**config.mk**
```make
export PLATFORM = sky130hd
export DESIGN_NAME = imem_loader_flat
export DESIGN_NICKNAME = d
export VERILOG_FILES = /design/src/rtl/imem_loader_if.sv /design/src/rtl/imem_loader.sv /design/src/flat_wrapper.sv
export SDC_FILE = /design/constraint.sdc
export NUM_CORES = 1
export LEC_CHECK = 0
export ABC_AREA = 0
export CAP_MARGIN = 20
export CORE_UTILIZATION = 42
export CTS_BUF_LIST = sky130_fd_sc_hd__clkbuf_4 sky130_fd_sc_hd__clkbuf_8
export DETAILED_ROUTE_END_ITERATION = 8
export PLACE_DENSITY = 0.83
export SLEW_MARGIN = 0
export SYNTH_ARGS = -nofsm -noshare
export SYNTH_HDL_FRONTEND = slang
export SYNTH_SLANG_ARGS = --single-unit
```
**constraint.sdc**
```tcl
create_clock -name wb_clk_i -period 2.18 [get_ports wb_clk_i]
set_input_delay 0.327 -clock wb_clk_i [delete_from_list [all_inputs] [get_ports wb_clk_i]]
set_output_delay 0.327 -clock wb_clk_i [all_outputs]
set_load 0.005 [all_outputs]
```
**src/rtl/imem_loader_if.sv**
```systemverilog
// Wishbone classic slave bundle for the jacaranda-8 instruction-memory loader.
interface imem_loader_if;
    logic        wbs_stb_i;
    logic        wbs_cyc_i;
    logic        wbs_we_i;
    logic [3:0]  wbs_sel_i;
    logic [31:0] wbs_adr_i;
    logic [31:0] wbs_dat_i;
    logic        wbs_ack_o;
    logic [31:0] wbs_dat_o;

    modport master (
        output wbs_stb_i, wbs_cyc_i, wbs_we_i, wbs_sel_i, wbs_adr_i, wbs_dat_i,
        input  wbs_ack_o, wbs_dat_o
    );

    modport slave (
        input  wbs_stb_i, wbs_cyc_i, wbs_we_i, wbs_sel_i, wbs_adr_i, wbs_dat_i,
        output wbs_ack_o, wbs_dat_o
    );
endinterface

```
**src/rtl/imem_loader.sv**
```systemverilog
// Loader/run controller for jacaranda-8: streams firmware into instruction memory while halted.
// Optional IMEM_READBACK_EN: DATA reads return imem[PTR] with a 3-cycle ack and advance PTR.
module imem_loader #(
    parameter logic [31:0] BASE_ADR = 32'h3000_0000
) (
    input  logic          wb_clk_i,
    input  logic          wb_rst_ni,
    imem_loader_if.slave  wb,
    input  logic          halt_req_i,
    input  logic [7:0]    cpu_pc,
    input  logic [7:0]    imem_rdata,
    output logic [7:0]    imem_addr,
    output logic [7:0]    imem_wdata,
    output logic          imem_we,
    output logic          cpu_rst_n_o
);

    typedef enum logic [1:0] {
        ST_HALT  = 2'd0,
        ST_START = 2'd1,
        ST_RUN   = 2'd2
    } state_t;

    localparam logic [1:0] REG_CTRL   = 2'd0;
    localparam logic [1:0] REG_PTR    = 2'd1;
    localparam logic [1:0] REG_DATA   = 2'd2;
    localparam logic [1:0] REG_STATUS = 2'd3;

    state_t      state_r;
    state_t      state_nxt_s;
    logic        run_r;
    logic        run_nxt_s;
    logic [7:0]  ptr_r;
    logic [7:0]  addr_q_r;
    logic        err_r;
    logic [8:0]  count_r;
    logic        ack_r;
    logic [31:0] dat_r;
    logic        we_r;
    logic [7:0]  wdata_r;
    logic        cpu_rst_n_r;
    logic        rd_a_r;
    logic        rd_b_r;
    logic        hit_s;
    logic        req_s;
    logic        ctrl_wr_s;
    logic [1:0]  reg_s;
    logic [31:0] status_s;
    logic        unused_s;

    assign wb.wbs_ack_o = ack_r;
    assign wb.wbs_dat_o = dat_r;
    assign imem_we      = we_r;
    assign imem_wdata   = wdata_r;
    assign cpu_rst_n_o  = cpu_rst_n_r;
    assign unused_s     = ^{wb.wbs_adr_i[1:0], wb.wbs_sel_i[3:1], wb.wbs_dat_i[31:8]};

    // Request decode; a pending readback blocks re-acceptance like the ack cycle does.
    always_comb begin
        reg_s     = wb.wbs_adr_i[3:2];
        hit_s     = (wb.wbs_adr_i[31:4] == BASE_ADR[31:4]);
        req_s     = wb.wbs_stb_i & wb.wbs_cyc_i & hit_s & ~ack_r & ~rd_a_r & ~rd_b_r;
        ctrl_wr_s = req_s & wb.wbs_we_i & wb.wbs_sel_i[0] & (reg_s == REG_CTRL);
        status_s  = {7'h00, count_r, 14'h0000, err_r, (state_r == ST_RUN)};
        imem_addr = (state_r == ST_HALT) ? addr_q_r : cpu_pc;
        if (halt_req_i) begin
            run_nxt_s = 1'b0;
        end else if (ctrl_wr_s) begin
            run_nxt_s = wb.wbs_dat_i[0];
        end else begin
            run_nxt_s = run_r;
        end
    end

    // Run FSM next state, driven by the post-update RUN bit so START follows the accepting edge.
    always_comb begin
        state_nxt_s = state_r;
        case (state_r)
            ST_HALT: begin
                if (run_nxt_s) begin
                    state_nxt_s = ST_START;
                end else begin
                    state_nxt_s = ST_HALT;
                end
            end
            ST_START: begin
                if (run_nxt_s) begin
                    state_nxt_s = ST_RUN;
                end else begin
                    state_nxt_s = ST_HALT;
                end
            end
            ST_RUN: begin
                if (run_nxt_s) begin
                    state_nxt_s = ST_RUN;
                end else begin
                    state_nxt_s = ST_HALT;
                end
            end
            default: state_nxt_s = ST_HALT;
        endcase
    end

    // FSM state and registered CPU reset release.
    always_ff @(posedge wb_clk_i or negedge wb_rst_ni) begin
        if (!wb_rst_ni) begin
            state_r     <= ST_HALT;
            run_r       <= 1'b0;
            cpu_rst_n_r <= 1'b0;
        end else begin
            state_r     <= state_nxt_s;
            run_r       <= run_nxt_s;
            cpu_rst_n_r <= (state_nxt_s == ST_RUN);
        end
    end

    // Register file, bus response and memory write port.
    always_ff @(posedge wb_clk_i or negedge wb_rst_ni) begin
        if (!wb_rst_ni) begin
            ptr_r    <= 8'h00;
            addr_q_r <= 8'h00;
            err_r    <= 1'b0;
            count_r  <= 9'h000;
            ack_r    <= 1'b0;
            dat_r    <= 32'h0000_0000;
            we_r     <= 1'b0;
            wdata_r  <= 8'h00;
            rd_a_r   <= 1'b0;
            rd_b_r   <= 1'b0;
        end else begin
            ack_r  <= 1'b0;
            dat_r  <= 32'h0000_0000;
            we_r   <= 1'b0;
            rd_a_r <= 1'b0;
            rd_b_r <= rd_a_r;
            if (rd_b_r) begin
                ack_r <= 1'b1;
                dat_r <= {24'h000000, imem_rdata};
                ptr_r <= ptr_r + 8'h01;
            end
            if (req_s) begin
                ack_r <= 1'b1;
                case (reg_s)
                    REG_CTRL: begin
                        dat_r <= {31'h0000_0000, run_r};
                        if (ctrl_wr_s && wb.wbs_dat_i[1]) begin
                            ptr_r   <= 8'h00;
                            count_r <= 9'h000;
                        end
                    end
                    REG_PTR: begin
                        dat_r <= {24'h000000, ptr_r};
                        if (wb.wbs_we_i && wb.wbs_sel_i[0]) begin
                            ptr_r <= wb.wbs_dat_i[7:0];
                        end
                    end
                    REG_DATA: begin
                        addr_q_r <= ptr_r;
                        if (wb.wbs_we_i) begin
                            if (state_r != ST_HALT) begin
                                err_r <= 1'b1;
                            end else if (wb.wbs_sel_i[0]) begin
                                we_r    <= 1'b1;
                                wdata_r <= wb.wbs_dat_i[7:0];
                                ptr_r   <= ptr_r + 8'h01;
                                if (count_r != 9'h100) begin
                                    count_r <= count_r + 9'h001;
                                end
                            end
                        end else begin
`ifdef IMEM_READBACK_EN
                            if (state_r == ST_HALT) begin
                                ack_r  <= 1'b0;
                                rd_a_r <= 1'b1;
                            end else begin
                                err_r <= 1'b1;
                            end
`endif
                        end
                    end
                    REG_STATUS: begin
                        dat_r <= status_s;
                        if (wb.wbs_we_i && wb.wbs_sel_i[0] && wb.wbs_dat_i[1]) begin
                            err_r <= 1'b0;
                        end
                    end
                    default: dat_r <= 32'h0000_0000;
                endcase
            end
        end
    end

endmodule

```
**src/flat_wrapper.sv**
```systemverilog
// flat-port wrapper written by rule: the top's interface ports become plain ports
module imem_loader_flat 
#(
    parameter logic [31:0] BASE_ADR = 32'h3000_0000
)
  (wb_clk_i, wb_rst_ni, halt_req_i, cpu_pc, imem_rdata, imem_addr, imem_wdata, imem_we, cpu_rst_n_o, wb_wbs_stb_i, wb_wbs_cyc_i, wb_wbs_we_i, wb_wbs_sel_i, wb_wbs_adr_i, wb_wbs_dat_i, wb_wbs_ack_o, wb_wbs_dat_o);
  imem_loader_if wb_i ();
  input  logic wb_clk_i;
  input  logic wb_rst_ni;
  input  logic halt_req_i;
  input  logic [7:0] cpu_pc;
  input  logic [7:0] imem_rdata;
  output logic [7:0] imem_addr;
  output logic [7:0] imem_wdata;
  output logic imem_we;
  output logic cpu_rst_n_o;
  input wire logic [$bits(wb_i.wbs_stb_i)-1:0] wb_wbs_stb_i;
  input wire logic [$bits(wb_i.wbs_cyc_i)-1:0] wb_wbs_cyc_i;
  input wire logic [$bits(wb_i.wbs_we_i)-1:0] wb_wbs_we_i;
  input wire logic [$bits(wb_i.wbs_sel_i)-1:0] wb_wbs_sel_i;
  input wire logic [$bits(wb_i.wbs_adr_i)-1:0] wb_wbs_adr_i;
  input wire logic [$bits(wb_i.wbs_dat_i)-1:0] wb_wbs_dat_i;
  output wire logic [$bits(wb_i.wbs_ack_o)-1:0] wb_wbs_ack_o;
  output wire logic [$bits(wb_i.wbs_dat_o)-1:0] wb_wbs_dat_o;
  assign wb_i.wbs_stb_i = wb_wbs_stb_i;
  assign wb_i.wbs_cyc_i = wb_wbs_cyc_i;
  assign wb_i.wbs_we_i = wb_wbs_we_i;
  assign wb_i.wbs_sel_i = wb_wbs_sel_i;
  assign wb_i.wbs_adr_i = wb_wbs_adr_i;
  assign wb_i.wbs_dat_i = wb_wbs_dat_i;
  assign wb_wbs_ack_o = wb_i.wbs_ack_o;
  assign wb_wbs_dat_o = wb_i.wbs_dat_o;
  imem_loader #(.BASE_ADR(BASE_ADR)) u_core (.wb_clk_i(wb_clk_i), .wb_rst_ni(wb_rst_ni), .wb(wb_i), .halt_req_i(halt_req_i), .cpu_pc(cpu_pc), .imem_rdata(imem_rdata), .imem_addr(imem_addr), .imem_wdata(imem_wdata), .imem_we(imem_we), .cpu_rst_n_o(cpu_rst_n_o));
endmodule
```
==> impl_metrics.csv, run 1 <==
group,metric,value,unit
power,p_leak,2.07,nW
clocking,cts_inserted_buffers,9,
clocking,cts_sinks,57,
setup_path,path_max_fanout,7,
cells_and_area,layout-area-overhead-vs-synth,49.5,%
global_routing,largest_net_degree_at_the_start_of_global_routing,58,
cells_and_area,antenna_cells_inserted,0,
placed_design,io_buffers,88,
setup_path,critPathMaxStageDelay,0.60,ns
cells_and_area,filler_cell_count,479,
detailed_routing,postRouteAntennaNets,0,
floorplan,ios,141,
global_routing,grt_pass1_vias,2468,
yosys,ys_top_cells_by_count,"sky130_fd_sc_hd__dfrtp_1 (57), sky130_fd_sc_hd__mux2_2 (25), sky130_fd_sc_hd__nand3_1 (18)",
yosys,post_synth_top_area_share,0.489,
cells_and_area,count_of_nets_after_finishing,499,
cells_and_area,final_cell_count_no_fill,481,
floorplan,die_area,7280,um2
setup_path,r2r-end,"u_core.ptr_r[4]$_DFFE_PN0P_",
placed_design,preCtsSetupSlack,-0.422,ns
global_routing,antenna_found_initial,0,
cells_and_area,post_route_cells_drive_above_1_share,0.243,
clocking,clock-root-buffer,"sky130_fd_sc_hd__clkbuf_8",
floorplan,start_util,0.446,
global_routing,globalRouteTotalUtil,0.207,
timing,final_min_period_over_clock_period,0.976,
yosys,synth-seq-area-share,0.489,
yosys,syn_avg_cell_area,10.7,um2
detailed_routing,routed_wire_length_per_instance,15.3,um
timing,rsz0062_at_grt,"true",
setup_path,r2r_slack,0.17,ns
yosys,synth.most_common_cell,"sky130_fd_sc_hd__dfrtp_1",
setup_path,slowest_cell_on_crit_path,"sky130_fd_sc_hd__or4_4",
timing,layout_setup_ws,0.0525,ns
min_path,holdCritPathClass,"primary input to async pin",
status,outcome,"finished, final reports clean",
setup_path,critPathLaunchType,"primary input",
setup_path,worstReg2RegStart,"u_core.wb.wbs_ack_o$_DFF_PN0_",
floorplan,core_region_area,6530,um2
yosys,postSynthCellCount,273,
timing,timing_max_transition_violations_final,0,
yosys,synth_cell_types,43,
timing,max_freq,470,MHz
clocking,max_buffers_root_to_sink,2,
yosys,synth-edff-count,0,
yosys,post-synth-top-area-cell,"sky130_fd_sc_hd__dfrtp_1",
timing,finalSetupTns,0,ns
clocking,clock_tree_from_tritoncts,"built",
timing,clock_skew,0.00590,ns
yosys,post_synth_instance_area,2910,um2
timing,timing.final.crit_period,2.13,ns
yosys,synth.yosys.warnings,0,
setup_path,crit_family,"simple AND/OR/NAND/NOR gates",
timing,final_hold_viol_count,0,
floorplan,die_h,85.3,um
timing,worst_slew_pin_slew,0.702,ns
power,max_rail_drop_vdd,0.000328,V
detailed_routing,viasPerCell,5.23,
timing,max_slew_margin,0.532,
floorplan,die_x,85.3,um
timing,whs,0.0999,ns
placed_design,place_inst,450,
setup_path,cp_cell_sequence,"clkdlybuf4s50_1, nor4bb_2, nand4_1, or4_4, buf_6, buf_4, o31ai_1",
clocking,holdBufCountCts,0,
detailed_routing,drtIter0Drc,188,
yosys,synth_flop_cell,"sky130_fd_sc_hd__dfrtp_1",
setup_path,path_class,"primary input to flip-flop",
detailed_routing,drt_wirelength,7350,um
global_routing,wire_length_of_the_first_global_routing_pass,11600,um
clocking,clkTransAtPathRegs,0.06,ns
clocking,clk-insertion-delay-late,0.34,ns
setup_path,worst_ep_required_time,2.42,ns
detailed_routing,number_of_optimization_iterations_in_the_first_detailed_route_pass,4,
floorplan,rows,29,
job,max-cap-violations,0,
power,power_per_cell_area,530,nW/um2
clocking,clock_tree.htree_level_count,3,
setup_path,worst_setup_path_end_kind,"flip-flop",
setup_path,worst-path-buf-inv,3,
setup_path,rr_worst_depth,6,
placed_design,dpl.hpwl,5030,um
timing,finalSetupViolCount,0,
yosys,synthTopCellsByArea,"sky130_fd_sc_hd__dfrtp_1 (49%), sky130_fd_sc_hd__mux2_2 (9.7%), sky130_fd_sc_hd__ha_1 (4.3%)",
yosys,yosys_register_bits,57,
detailed_routing,vias,2516,
global_routing,grt-ovfl-total,0,
setup_path,cp_data_arrival_time,2.37,ns
placed_design,routabilityCongestion,0.837,
setup_path,critical_path_depth,7,
yosys,async_sr_flop_fraction,1.00,
detailed_routing,drc_errors,0,
==> how the worst max path moves through the flow <==
| stage | start | end | slack, ns |
|---|---|---|---|
| after global routing | wb_wbs_adr_i[30] | u_core.imem_wdata[5]$_DFFE_PN0P_ | -0.03 |
| final | wb_wbs_cyc_i | u_core.ptr_r[4]$_DFFE_PN0P_ | 0.05 |
| after detailed placement | wb_wbs_adr_i[2] | u_core.count_r[2]$_DFFE_PN0P_ | -0.42 |
| after CTS | wb_wbs_adr_i[3] | u_core.count_r[2]$_DFFE_PN0P_ | -0.006 |
| after floorplan | wb_wbs_adr_i[2] | u_core.count_r[5]$_DFFE_PN0P_ | 0.12 |
| after global placement | wb_wbs_adr_i[2] | u_core.ptr_r[5]$_DFFE_PN0P_ | -0.35 |
==> flip-flops by register name, indices dropped and copies added (netlist names) <==
name,count
u_core.run_r,1
u_core.addr_q_r,8
u_core.imem_we,1
u_core.err_r,1
u_core.ptr_r,8
u_core.state_r,2
u_core.cpu_rst_n_o,1
u_core.count_r,9
u_core.wb.wbs_dat_o,17
u_core.wb.wbs_ack_o,1
u_core.imem_wdata,8
==> through the flow <==
step / power (mW) / instance area [um2] / utilization
2_1_floorplan: 1.14 / 2970 / -
3_3_place_gp: 1.27 / 3960 / 0.606
3_5_place_dp: 1.28 / 3960 / 0.606
4_1_cts: 2.33 / 4250 / 0.650
5_1_grt: 2.40 / 4360 / 0.667
6_report: 2.31 / 4360 / 0.667
==> cells by family (layout without fill, tap and decap cells) <==
family                     Yosys count  after routing  synth area share
AOI/OAI and AO/OA                   28             28            0.0696
xor gates and xnor gates             4              4            0.0120
adders and majority gates           10             10            0.0429
buffers and inverters               43            160            0.0799
DFF                                 57             57             0.489
muxes                               31             31             0.117
other                                1             15           0.00129
and+or+nand+nor                     99             99             0.188
==> cell type report <==
type / count / area [um2] / share of cell area
tap: 77 / 96.3 / 0.0221
inverter: 15 / 56.3 / 0.0129
timing repair buffer: 129 / 1190 / 0.272
clock buffer: 14 / 180 / 0.0413
multi-input combinational: 187 / 1380 / 0.316
sequential: 57 / 1430 / 0.327
clock inverter: 2 / 35.0 / 0.00804
==> report_power, final <==
| group | switching (mW) | internal, mW |
|---|---|---|
| logic | 0.0898 | 0.116 |
| clock network | 0.400 | 0.645 |
| registers | 0.000000771 | 1.06 |
==> cell usage in the layout (no fill, tap or decap), types with 11 or more instances in the layout <==
cell type                         instances
sky130_fd_sc_hd__clkdlybuf4s50_1         77
sky130_fd_sc_hd__dfrtp_1                 57
sky130_fd_sc_hd__buf_4                   36
sky130_fd_sc_hd__mux2_2                  25
sky130_fd_sc_hd__nand3_1                 18
sky130_fd_sc_hd__nand2_1                 16
sky130_fd_sc_hd__conb_1                  15
sky130_fd_sc_hd__and3_1                  13
sky130_fd_sc_hd__clkbuf_8                12
sky130_fd_sc_hd__inv_1                   11
sky130_fd_sc_hd__nor2_1                  11
==> worst register-to-register path, cell delays in order, from the launching register on <==
cell	delay [ns]
sky130_fd_sc_hd__dfrtp_1	0.39
sky130_fd_sc_hd__nor4_1	0.20
sky130_fd_sc_hd__nand4_1	0.24
sky130_fd_sc_hd__or4_4	0.60
sky130_fd_sc_hd__buf_6	0.15
sky130_fd_sc_hd__buf_4	0.13
sky130_fd_sc_hd__o31ai_1	0.21
==> what timing repair did <==
action | in CTS | in global routing
pin swaps | 0 | 7
setup endpoints to repair | 13 | 32
endpoints found under the hold margin | 0 | 0
cloned | 1 | 2
resized for setup | 19 | 13
setup buffers | 7 | 5
==> routing by layer <==
metal  track usage  share of wire  vias to the layer above
li1              -              -                     1191
met1         0.260           0.42                     1209
met2         0.337           0.50                      105
met3        0.0477          0.060                       11
met4         0.108          0.020                        0
met5             0              0                        -
Note: power is estimated with default switching activity, not from simulation.
==> inputs of run 2 (changes only) <==
--- a/config.mk
+++ b/config.mk
@@ -9,6 +9,7 @@
 export CAP_MARGIN = 20
 export CORE_UTILIZATION = 42
 export CTS_BUF_LIST = sky130_fd_sc_hd__clkbuf_4 sky130_fd_sc_hd__clkbuf_8
+export CTS_CLUSTER_SIZE = 10
 export DETAILED_ROUTE_END_ITERATION = 8
 export PLACE_DENSITY = 0.83
 export SLEW_MARGIN = 0
==> results of run 2 <==
No change in the layout: final DEF, timing and power equal those of run 1.
==> inputs of run 3 (changes only) <==
--- a/config.mk
+++ b/config.mk
@@ -12,7 +12,7 @@
 export CTS_CLUSTER_SIZE = 10
 export DETAILED_ROUTE_END_ITERATION = 8
 export PLACE_DENSITY = 0.83
-export SLEW_MARGIN = 0
+export SLEW_MARGIN = 20
 export SYNTH_ARGS = -nofsm -noshare
 export SYNTH_HDL_FRONTEND = slang
 export SYNTH_SLANG_ARGS = --single-unit
==> results of run 3 <==
No change in the layout: final DEF, timing and power equal those of run 1.
